`src/rtl/prescale_counter.sv`:
```
// Programmable-modulus prescaler / scan counter with up/down, enable, clear, load and terminal pulse.
// Latency: all outputs registered; q, tc and sel reflect the controls sampled on the previous rising edge.
// Backpressure: none; en=0 holds the count, and clr/load override counting for that edge.
//
// Ports:
//   clk, rst (sync, active-low)       clock and reset
//   en, clr, load, load_val, dir      count control (priority rst > clr > load > en)
//   limit                             terminal value, period = limit+1 enabled cycles
//   q, tc, sel                        count, one-cycle wrap pulse, scan index
// Optional feature macro: PRESCALE_COUNTER_ONESHOT_EN adds input oneshot / output done.
//   With oneshot=1 the counter stops at its end value after the first wrap.
module prescale_counter #(
  parameter int BITS     = 20,
  parameter int SEL_BITS = 2
) (
  input  logic                clk,
  input  logic                rst,
  input  logic                en,
  input  logic                clr,
  input  logic                load,
  input  logic [BITS-1:0]     load_val,
  input  logic                dir,
  input  logic [BITS-1:0]     limit,
`ifdef PRESCALE_COUNTER_ONESHOT_EN
  input  logic                oneshot,
  output logic                done,
`endif
  output logic [BITS-1:0]     q,
  output logic                tc,
  output logic [SEL_BITS-1:0] sel
);

  logic [BITS-1:0]     cnt_q, cnt_d;
  logic [SEL_BITS-1:0] sel_q, sel_d;
  logic                tc_q, tc_d;
  logic                wrap;
  logic                stop_q, stop_d;   // oneshot completed; stays 0 when the feature is absent
  logic                oneshot_w;

`ifdef PRESCALE_COUNTER_ONESHOT_EN
  assign oneshot_w = oneshot;
`else
  assign oneshot_w = 1'b0;
`endif

  always_comb begin
    cnt_d  = cnt_q;
    sel_d  = sel_q;
    tc_d   = 1'b0;
    stop_d = stop_q;
    wrap   = 1'b0;

    if (clr) begin
      cnt_d  = '0;
      sel_d  = '0;
      stop_d = 1'b0;
    end else if (load) begin
      // Clamp so a loaded value never sits outside the programmed period.
      cnt_d  = (load_val > limit) ? limit : load_val;
      stop_d = 1'b0;
    end else if (en && !stop_q) begin
      if (!dir) begin
        // >= rather than == so that lowering limit below the count forces a wrap.
        if (cnt_q >= limit) begin
          wrap  = 1'b1;
          cnt_d = '0;
        end else begin
          cnt_d = cnt_q + BITS'(1);
        end
      end else begin
        if (cnt_q == '0) begin
          wrap  = 1'b1;
          cnt_d = limit;
        end else begin
          cnt_d = cnt_q - BITS'(1);
        end
      end

      if (wrap) begin
        tc_d  = 1'b1;
        sel_d = sel_q + SEL_BITS'(1);
        if (oneshot_w) begin
          // Park at the end of the run instead of restarting it.
          cnt_d  = dir ? '0 : limit;
          stop_d = 1'b1;
        end
      end
    end
  end

  always_ff @(posedge clk) begin
    if (!rst) begin
      cnt_q  <= '0;
      sel_q  <= '0;
      tc_q   <= 1'b0;
      stop_q <= 1'b0;
    end else begin
      cnt_q  <= cnt_d;
      sel_q  <= sel_d;
      tc_q   <= tc_d;
      stop_q <= stop_d;
    end
  end

  assign q   = cnt_q;
  assign tc  = tc_q;
  assign sel = sel_q;
`ifdef PRESCALE_COUNTER_ONESHOT_EN
  assign done = stop_q;
`endif

endmodule

```
`config.mk`:
```
export PLATFORM = sky130hd
export DESIGN_NAME = prescale_counter
export DESIGN_NICKNAME = d
export VERILOG_FILES = /design/src/rtl/prescale_counter.sv
export SDC_FILE = /design/constraint.sdc
export NUM_CORES = 1
export LEC_CHECK = 0
export ABC_AREA = 1
export CORE_MARGIN = 2
export CORE_UTILIZATION = 59
export DETAILED_ROUTE_END_ITERATION = 8
export PLACE_DENSITY = 0.88
export SLEW_MARGIN = 40
export SYNTH_ARGS = -nofsm -noshare
export SYNTH_HDL_FRONTEND = slang
export SYNTH_SLANG_ARGS = --single-unit
```
`constraint.sdc`:
```
create_clock -name clk -period 3.7 [get_ports clk]
set_clock_uncertainty 0.05 [all_clocks]
set_input_delay 0.555 -clock clk [delete_from_list [all_inputs] [get_ports clk]]
set_output_delay 0.555 -clock clk [all_outputs]
set_load 0.05 [all_outputs]
```
==> results.yml <==
layout:
  num-nets-final: 819
  design_area_sq_mm: 0.00463
  final_common_cell: "nand2_1"
  final_core_util_pct: 71.7
  final_cell_mix: "213 x nand2_1, 101 x inv_1, 94 x nand3_1, 68 x clkdlybuf4s50_1, 43 x ha_1"
  num_antenna_cells: 0
  area_growth_pct: 15.9
  drive_above_1_share_pct: 7.27
  stdcell_count: 806
yosys:
  synth.distinct_cells: 37
  synth_nets: 770
  dominantRegCellSynth: "dfxtp_1"
  avgSynthCellArea_sq_um: 5.86
  synth_area_leaders: "nand2_1 20%, ha_1 13%, nand3_1 12%, dfxtp_1 12%, inv_1 9.5%"
  syn_area_sq_mm: 0.00399
  seq_area_frac_synth_pct: 11.5
  synthCells: 681
  yosys_warnings: 0
  yosysTopAreaCell: "nand2_1"
  async_reset_ff_share_pct: 0
  post-synth-top-area-fraction_pct: 20.0
  synth_edf_count: 0
  synth_seq_cells: 23
routing:
  drt_iter0_markers: 296
  wl_per_cell_microns: 14.9
  postRouteWirelength_mm: 12.0
  firstDrtPassIters: 5
  drc_errors: 0
  vias: 4553
  viasPerCell: 5.65
  postRouteAntennaNets: 0
global_routing:
  gr-total-overflow: 0
  grt_pass1_vias: 4398
  antenna_found_initial: 0
  grt_pass1_wl_mm: 20.0
  grt_max_degree: 24
  grt_use_total_pct: 33.0
sta:
  rsz0062_at_grt: "false"
  timing.final.crit_share_pct: 81.4
  tns_ns: 0
  fin_crit_ns: 3.01
  setup_viol: 0
  worst_pin_slew_ns: 0.804
  timing.hold.ws_ns: 0.425
  slew_violations: 0
  timing.fmax_mhz: 332
  hold_violations: 0
  slew-limit-headroom_pct: 46.3
  worst_slack_ns: 0.687
floorplan:
  rows: 29
  start_util_pct: 61.8
  coreArea_sq_mm: 0.00646
  dieArea_sq_mm: 0.00744
  die_y_microns: 86.3
  io_pins: 69
  die_w_microns: 86.3
placed_design:
  gp_congestion: 0.956
  dpl_cell_area_sq_mm: 0.00458
  hpwl_mm: 9.59
  dpl.cell_count: 802
  place_ws_ns: 0.465
  port_buffers: 68
clock_tree:
  cts_made_buffers: 3
  clock_tree.root_cell: "clkbuf_8"
  clk_pin_slew_ns: 0.08
  cts_resized: 0
  cts_hold_buf: 0
  cts_tree: "done"
  h-tree-depth: 1
  postCtsSetupBuffers: 0
  clock_sinks: 23
  clock_latency_ns: 0.27
  cts_buffer_depth: 2
critical_path:
  crit_path_end_kind: "register"
  crit_arrival_ns: 3.13
  r2r_setup_slack_ns: 0.98
  path_common_cell: "nand2_1"
  slowest_stage: "clkdlybuf4s50_1"
  cp_max_fo: 21
  worst_r2r_endpoint: "sel[1]$_SDFFE_PP0P_"
  slowest_delay_ns: 0.49
  rr_startpoint: "q[15]$_SDFFE_PP0P_"
  required_ns: 3.82
  path_cells: "clkdlybuf4s50_1, inv_1, ha_1, nand2_1, inv_1, nand3_1, nor3_1, nor2b_1, nand2_1, nand2_1, nand3_1, o21ai_0, a21oi_1"
  worst-r2r-cell-count: 11
  start_kind: "input port"
  path_class: "in -> reg"
hold_path:
  min_from: "sel[1]$_SDFFE_PP0P_"
  hold_class: "reg -> reg"
  hold_end: "sel[1]$_SDFFE_PP0P_"
  holdPathStages: 2
power_and_ir_drop:
  p_leak_nw: 2.45
  vdd_drop_max_mv: 0.187
  p_total_mw: 1.11
  power_per_cell_area_mw_per_mm2: 240
run_status:
  status: "finished clean"
flow_run:
  maxCapViolCount: 0
==> power by group <==
part           internal, mW  switching, mW  leakage (nW)
sequential            0.260         0.0395         0.188
clock                0.0753         0.0847        0.0255
combinational         0.243          0.406          2.24
==> worst max-delay path, delay by kind of cell <==
family                     cells  cell delay (ns)
and+or+nand+nor                7             1.42
buffers and inverters          3             0.64
adders and majority gates      1             0.28
AOI/OAI and AO/OA              2             0.23
==> cells in the mapped netlist (2+ instances only) <==
library cell and n:
buf_2 8, o21ai_0 20, buf_4 10, dfxtp_1 23, nand3b_1 7, nor2_4 9, nand2_2 7, nor2_2 11
nand3_2 5, a21o_1 2, nor3_2 2, ha_1 43, nor2_1 36, nand3_1 94, xor2_1 16, a21oi_1 26
o21ai_1 3, o211ai_1 4, xnor2_1 3, nand4_1 6, nand2_1 213, buf_6 9, a21oi_2 2, nor3_1 9
inv_1 101
==> registers in the layout, summed over array words and instances, names as in the netlist <==
signal and cells:
q 20, sel 2, tc 1
==> worst max-delay path by stage <==
| stage | startpoint | to | slack, ns | depth (start not counted) |
|---|---|---|---|---|
| 2_1_floorplan | q[0]$_SDFFE_PP0P_ | q[11]$_SDFFE_PP0P_ | 1.46 | 16 |
| 3_3_place_gp | limit[14] | sel[1]$_SDFFE_PP0P_ | 0.52 | 13 |
| 3_5_place_dp | limit[15] | sel[1]$_SDFFE_PP0P_ | 0.47 | 13 |
| 4_1_cts | limit[15] | sel[1]$_SDFFE_PP0P_ | 0.75 | 13 |
| 5_1_grt | limit[14] | sel[1]$_SDFFE_PP0P_ | 0.52 | 13 |
| 6_report | limit[14] | sel[1]$_SDFFE_PP0P_ | 0.69 | 13 |
==> metal layers <==
metal	part of all wire [%]	track usage, %
met5	0	0
met4	4.7	15.6
met3	5.8	4.29
met1	42	40.1
met2	48	57.5
==> cells by family (layout without fill, tap and decap cells) <==
logic type                 count (synthesis)  after routing  share of synthesized area (%)
buffers and inverters                    133            181                           15.5
and+or+nand+nor                          405            405                           47.3
DFF                                       23             23                           11.5
AOI/OAI and AO/OA                         58             58                           7.99
xor gates and xnor gates                  19             19                           4.17
adders and majority gates                 43             43                           13.5
==> area by class of cell <==
type / instances / area, sq um
tap: 77 / 96.3
multi-input combinational: 525 / 2920
clock buffer: 3 / 41.3
sequential: 23 / 460
timing repair buffer: 73 / 718
clock inverter: 1 / 5.00
inverter: 104 / 393
fill: 579 / 1830
No activity file was read; power rests on OpenSTA's default activity.
